`src/rtl/crank_decoder.sv`:
```
// crank_decoder: missing-tooth crank wheel decoder producing tooth strobe, index, period and sync/stall status.
// Define CRANK_DECODER_ERRCNT_EN to build the saturating sync-loss counter on sync_err_cnt.
module crank_decoder #(
  parameter int TEETH = 60,
  parameter int MISSING = 2,
  parameter int FILT = 4,
  parameter int PERIOD_W = 20
) (
  input  logic                clk,
  input  logic                reset,
  input  logic                vrin,
  output logic                tooth_strobe,
  output logic [5:0]          tooth_num,
  output logic [PERIOD_W-1:0] tooth_period,
  output logic                synced,
  output logic                stalled,
  output logic [7:0]          sync_err_cnt
);
  localparam int FW = $clog2(FILT) + 1;
  localparam logic [FW-1:0] FLIM = FW'(FILT - 1);
  localparam logic [5:0] LAST = 6'(TEETH - MISSING - 1);
  typedef enum logic [1:0] {IDLE, FIRST, HUNT, SYNCED} state_t;
  state_t state, state_d;
  logic s1, s2, filt, flip, edge_ev, sat, stall_ev, gap;
  logic [FW-1:0] fcnt;
  logic [PERIOD_W-1:0] per_cnt, new_period;
  logic [PERIOD_W+1:0] two_new, three_old;
  logic [5:0] num_d;
  assign flip = (s2 != filt) && (fcnt == FLIM);
  assign edge_ev = flip && s2;
  assign sat = &per_cnt;
  assign stall_ev = sat && !edge_ev;
  // Counter is cleared on the edge cycle, so the interval in cycles is the count plus one.
  assign new_period = sat ? per_cnt : per_cnt + 1'b1;
  assign two_new = {1'b0, new_period, 1'b0};
  assign three_old = {2'b00, tooth_period} + {1'b0, tooth_period, 1'b0};
  assign gap = (state == HUNT || state == SYNCED) && two_new > three_old;
  assign synced = state == SYNCED;
  always_ff @(posedge clk)
    if (reset) begin
      s1 <= 1'b0;
      s2 <= 1'b0;
      filt <= 1'b0;
      fcnt <= '0;
      per_cnt <= '0;
      tooth_period <= '0;
      stalled <= 1'b1;
      tooth_strobe <= 1'b0;
      state <= IDLE;
      tooth_num <= '0;
    end else begin
      s1 <= vrin;
      s2 <= s1;
      fcnt <= (s2 != filt && !flip) ? fcnt + 1'b1 : '0;
      if (flip) filt <= s2;
      per_cnt <= edge_ev ? '0 : sat ? per_cnt : per_cnt + 1'b1;
      tooth_period <= edge_ev ? new_period : stall_ev ? '0 : tooth_period;
      stalled <= edge_ev ? 1'b0 : stall_ev ? 1'b1 : stalled;
      tooth_strobe <= edge_ev;
      state <= state_d;
      tooth_num <= num_d;
    end
  always_comb begin
    state_d = state;
    num_d = tooth_num;
    if (stall_ev) begin
      state_d = IDLE;
      num_d = '0;
    end else if (edge_ev)
      case (state)
        IDLE: state_d = FIRST;
        FIRST: state_d = HUNT;
        HUNT: begin
          state_d = gap ? SYNCED : HUNT;
          num_d = '0;
        end
        default:
          if (gap == (tooth_num == LAST)) num_d = gap ? '0 : tooth_num + 6'd1;
          else begin
            state_d = HUNT;
            num_d = '0;
          end
      endcase
  end
`ifdef CRANK_DECODER_ERRCNT_EN
  logic err_inc;
  assign err_inc = state == SYNCED && (stall_ev || (edge_ev && gap != (tooth_num == LAST)));
  always_ff @(posedge clk)
    if (reset) sync_err_cnt <= '0;
    else if (err_inc && !(&sync_err_cnt)) sync_err_cnt <= sync_err_cnt + 8'd1;
`else
  assign sync_err_cnt = '0;
`endif
endmodule

```
`config.mk`:
```
export PLATFORM = sky130hd
export DESIGN_NAME = crank_decoder
export DESIGN_NICKNAME = d
export VERILOG_FILES = /design/src/rtl/crank_decoder.sv
export SDC_FILE = /design/constraint.sdc
export NUM_CORES = 1
export LEC_CHECK = 0
export ABC_CLOCK_PERIOD_IN_PS = 11600
export CAP_MARGIN = 20
export CELL_PAD_IN_SITES_DETAIL_PLACEMENT = 0
export CELL_PAD_IN_SITES_GLOBAL_PLACEMENT = 1
export CORE_MARGIN = 2
export CORE_UTILIZATION = 38
export CTS_CLUSTER_DIAMETER = 100
export CTS_CLUSTER_SIZE = 40
export DETAILED_ROUTE_END_ITERATION = 10
export PLACE_DENSITY_LB_ADDON = 0.25
export SETUP_SLACK_MARGIN = 0.05
export SLEW_MARGIN = 20
export SYNTH_ARGS = -nofsm -noshare
export SYNTH_HDL_FRONTEND = slang
export SYNTH_SLANG_ARGS = --single-unit
export TNS_END_PERCENT = 30
```
`constraint.sdc`:
```
create_clock -name clk -period 11.6 [get_ports clk]
set_input_delay 2.9 -clock clk [delete_from_list [all_inputs] [get_ports clk]]
set_output_delay 2.9 -clock clk [all_outputs]
set_load 0.01 [all_outputs]
```
==> impl_metrics.csv <==
group,metric,value,unit
drt,first_iter_violations,113,
floorplanning,core-area,9770,sq um
logic_synthesis,async_flop_share,0,%
global_route,antenna_found_initial,0,
logic_synthesis,synth_top_family_by_area,"simple AND/OR/NAND/NOR gates",
power,p_total,0.344,mW
clocking,insertion_delay,0.32,ns
logic_synthesis,ys_types,59,
logic_synthesis,synth-edff-count,0,
clocking,cts.sinks,56,
timing,worst_pin_slew,0.757,ns
timing,period_needed,5.10,ns
clocking,cts_max_path_buffers,2,
worst_setup_path,critPathKind,"register to register",
drt,drtAntennaViolNets,0,
clocking,cts_setup_buffers,0,
logic_synthesis,synthSimpleGateAreaFrac,23.1,%
final_layout,n_antenna_cell,0,
drt,vias,3225,
clocking,ctsHoldBuffers,0,
worst_setup_path,cp-start-kind,"register",
final_layout,area_growth,13.2,%
run_status,status,"finished, final reports clean",
floorplanning,die_h,104,microns
logic_synthesis,synth_mux_area_share,0.524,%
timing,whs,0.425,ns
power,powerDensity,79.7,nW/um^2
logic_synthesis,synth-seq-cells,56,
timing,finalHoldViolCount,0,
worst_setup_path,cp.required,11.83,ns
timing,slew_violations,0,
placed_design,gp_congestion,0.791,
power,p_leak,1.82,nW
global_route,grt_pass1_vias,3160,
clocking,clk_pin_slew,0.11,ns
final_layout,final_common_cell,"dfxtp_1",
timing,fin_ws,6.50,ns
final_layout,most-common-layout-cells,"dfxtp_1, ha_1, nand2_1",
worst_setup_path,crit_path_max_fanout,7,
placed_design,numPortBuffers,31,
floorplanning,fp.dieW,104,microns
final_layout,finalNetCount,544,
worst_setup_path,slowest_stage,"dfxtp_1",
timing,clock.fmax,0.196,GHz
floorplanning,initial_utilization,39.1,%
power,ir_drop,46.3,uV
global_route,grt.total_usage,17.0,%
timing,setup_violations,0,
logic_synthesis,synth_compound_area_share,17.8,%
worst_setup_path,path_cells,"ha_1, inv_1, fa_1, nor2b_1, o31a_1, o211ai_1, o21ai_0, a21oi_1, o21a_1, a21oi_1, xor2_1, ha_1, and4_1, nand4_1, o221ai_1, a221oi_1, a211oi_1, a31oi_4, a31o_2, a32o_1",
timing,min_period_over_period,43.9,%
logic_synthesis,synth_xor_area_share,7.57,%
logic_synthesis,synth_top_flop_cell,"dfxtp_1",
floorplanning,dieArea,10900,sq um
drt,dr.pass1.iters,4,
final_layout,final_layout_size_suffix_gt1_share,5.04,%
logic_synthesis,synth_fa_ha_area_share,15.3,%
worst_hold_path,min_path_type,"register to register",
placed_design,hpwl,6.98,mm
logic_synthesis,syn_avg_cell_area,8.19,sq um
drt,drt-total-wl,8.79,mm
placed_design,preCtsSetupSlack,6.34,ns
timing,fin_skew,0.0145,ns
drt,drc,0,
logic_synthesis,syn_inst,466,
flow_run,cap_violations,0,
clocking,cts-buffers-inserted,5,
logic_synthesis,yosys_warnings,0,
timing,slew_headroom,49.4,%
global_route,grt.overflow.total,0,
final_layout,fillers,1015,
global_route,grt_max_degree,19,
worst_setup_path,critPathCaptureType,"register",
floorplanning,placementRows,36,
clocking,tritoncts,"done",
worst_setup_path,slowest_delay,0.47,ns
timing,rsz0062_at_grt,"false",
floorplanning,top_level_ports,40,
logic_synthesis,netlist_area,3820,sq um
clocking,cts_root_buffer,"clkbuf_8",
clocking,cts-resized-gates,0,
logic_synthesis,yosysSeqAreaShare,29.4,%
drt,wl_per_cell,14.0,microns
clocking,htreeDepth,2,
global_route,grt_pass1_wl,15.2,mm
drt,vias_per_cell,5.13,
worst_setup_path,crit_arrival,5.33,ns
timing,tns,0,ns
-- path summary, 6_finish.rpt --
kind / cells past startpoint / slack [ns] / startpoint / to
worst min-delay path: 1 / 0.42 / fcnt[0] / fcnt[0]
worst min register to register: 1 / 0.42 / fcnt[0] / fcnt[0]
worst max-delay path: 20 / 6.50 / tooth_period[1] / tooth_num[3]
worst max register to register: 20 / 6.50 / tooth_period[1] / tooth_num[3]
-- cell usage after synthesis (6+ instances only) --
cell / n / area, sq um
nand2b_1: 9 / 56.3
a21oi_1: 28 / 140
ha_1: 45 / 563
o21a_1: 6 / 45.0
nor2_1: 43 / 161
nand4_1: 8 / 50.1
nand3_1: 21 / 105
nand2_1: 44 / 165
buf_4: 8 / 60.1
nor3_1: 7 / 35.0
dfxtp_1: 56 / 1120
xnor2_1: 14 / 123
o21ai_0: 33 / 165
a21o_1: 8 / 60.1
xor2_1: 19 / 166
inv_1: 34 / 128
-- report_power, final --
group          internal [mW]  leakage [nW]  switching, mW
Clock                 0.0642        0.0552         0.0643
Sequential             0.193         0.452        0.00125
Combinational        0.00818          1.31         0.0131
-- routing by layer --
metal | routed length (microns) | GRT usage, % | vias up
met5 | 0 | 0 | -
met2 | 3960 | 27.8 | 42
met3 | 328 | 2.76 | 6
met4 | 95 | 5.12 | 0
met1 | 4410 | 23.1 | 1488
li1 | - | - | 1689
-- critical path: cells and delay by family (launching register included) --
| family | cells | cell delay [ns] |
|---|---|---|
| adders and majority gates | 3 | 0.96 |
| DFF | 1 | 0.47 |
| AOI/OAI and AO/OA | 12 | 2.81 |
| xor gates and xnor gates | 1 | 0.10 |
| buffers and inverters | 1 | 0.07 |
| and+or+nand+nor | 3 | 0.60 |
-- kinds of logic after synthesis --
| family | after synthesis |
|---|---|
| AOI/OAI and AO/OA | 107 |
| xor gates and xnor gates | 33 |
| adders and majority gates | 46 |
| buffers and inverters | 51 |
| DFF | 56 |
| muxes | 2 |
| other | 1 |
| and+or+nand+nor | 170 |
-- registers in the layout, indices dropped and copies added (netlist names) --
name	cells
fcnt	3
filt	1
per_cnt	20
s1	1
s2	1
stalled	1
state	2
tooth_num	6
tooth_period	20
tooth_strobe	1
-- through the flow --
stage / cells / cell area (sq um) / utilization, %
floorplan: 473 / 3840 / -
global placement: 621 / 4210 / 43.1
detailed placement: 621 / 4210 / 43.1
CTS: 629 / 4320 / 44.2
global route: 629 / 4320 / 44.2
finish: 629 / 4320 / 44.2
-- cell type report --
type | count | area, sq um | share of cell area, %
clock buffers | 6 | 72.6 | 1.68
multi-input cells | 366 | 2480 | 57.4
repair buffers | 32 | 318 | 7.35
flip-flops and latches | 56 | 1120 | 25.9
well taps | 133 | 166 | 3.85
clock inverters | 2 | 35.0 | 0.811
inverters | 34 | 128 | 2.95
No activity file was read; power rests on OpenSTA's default activity.
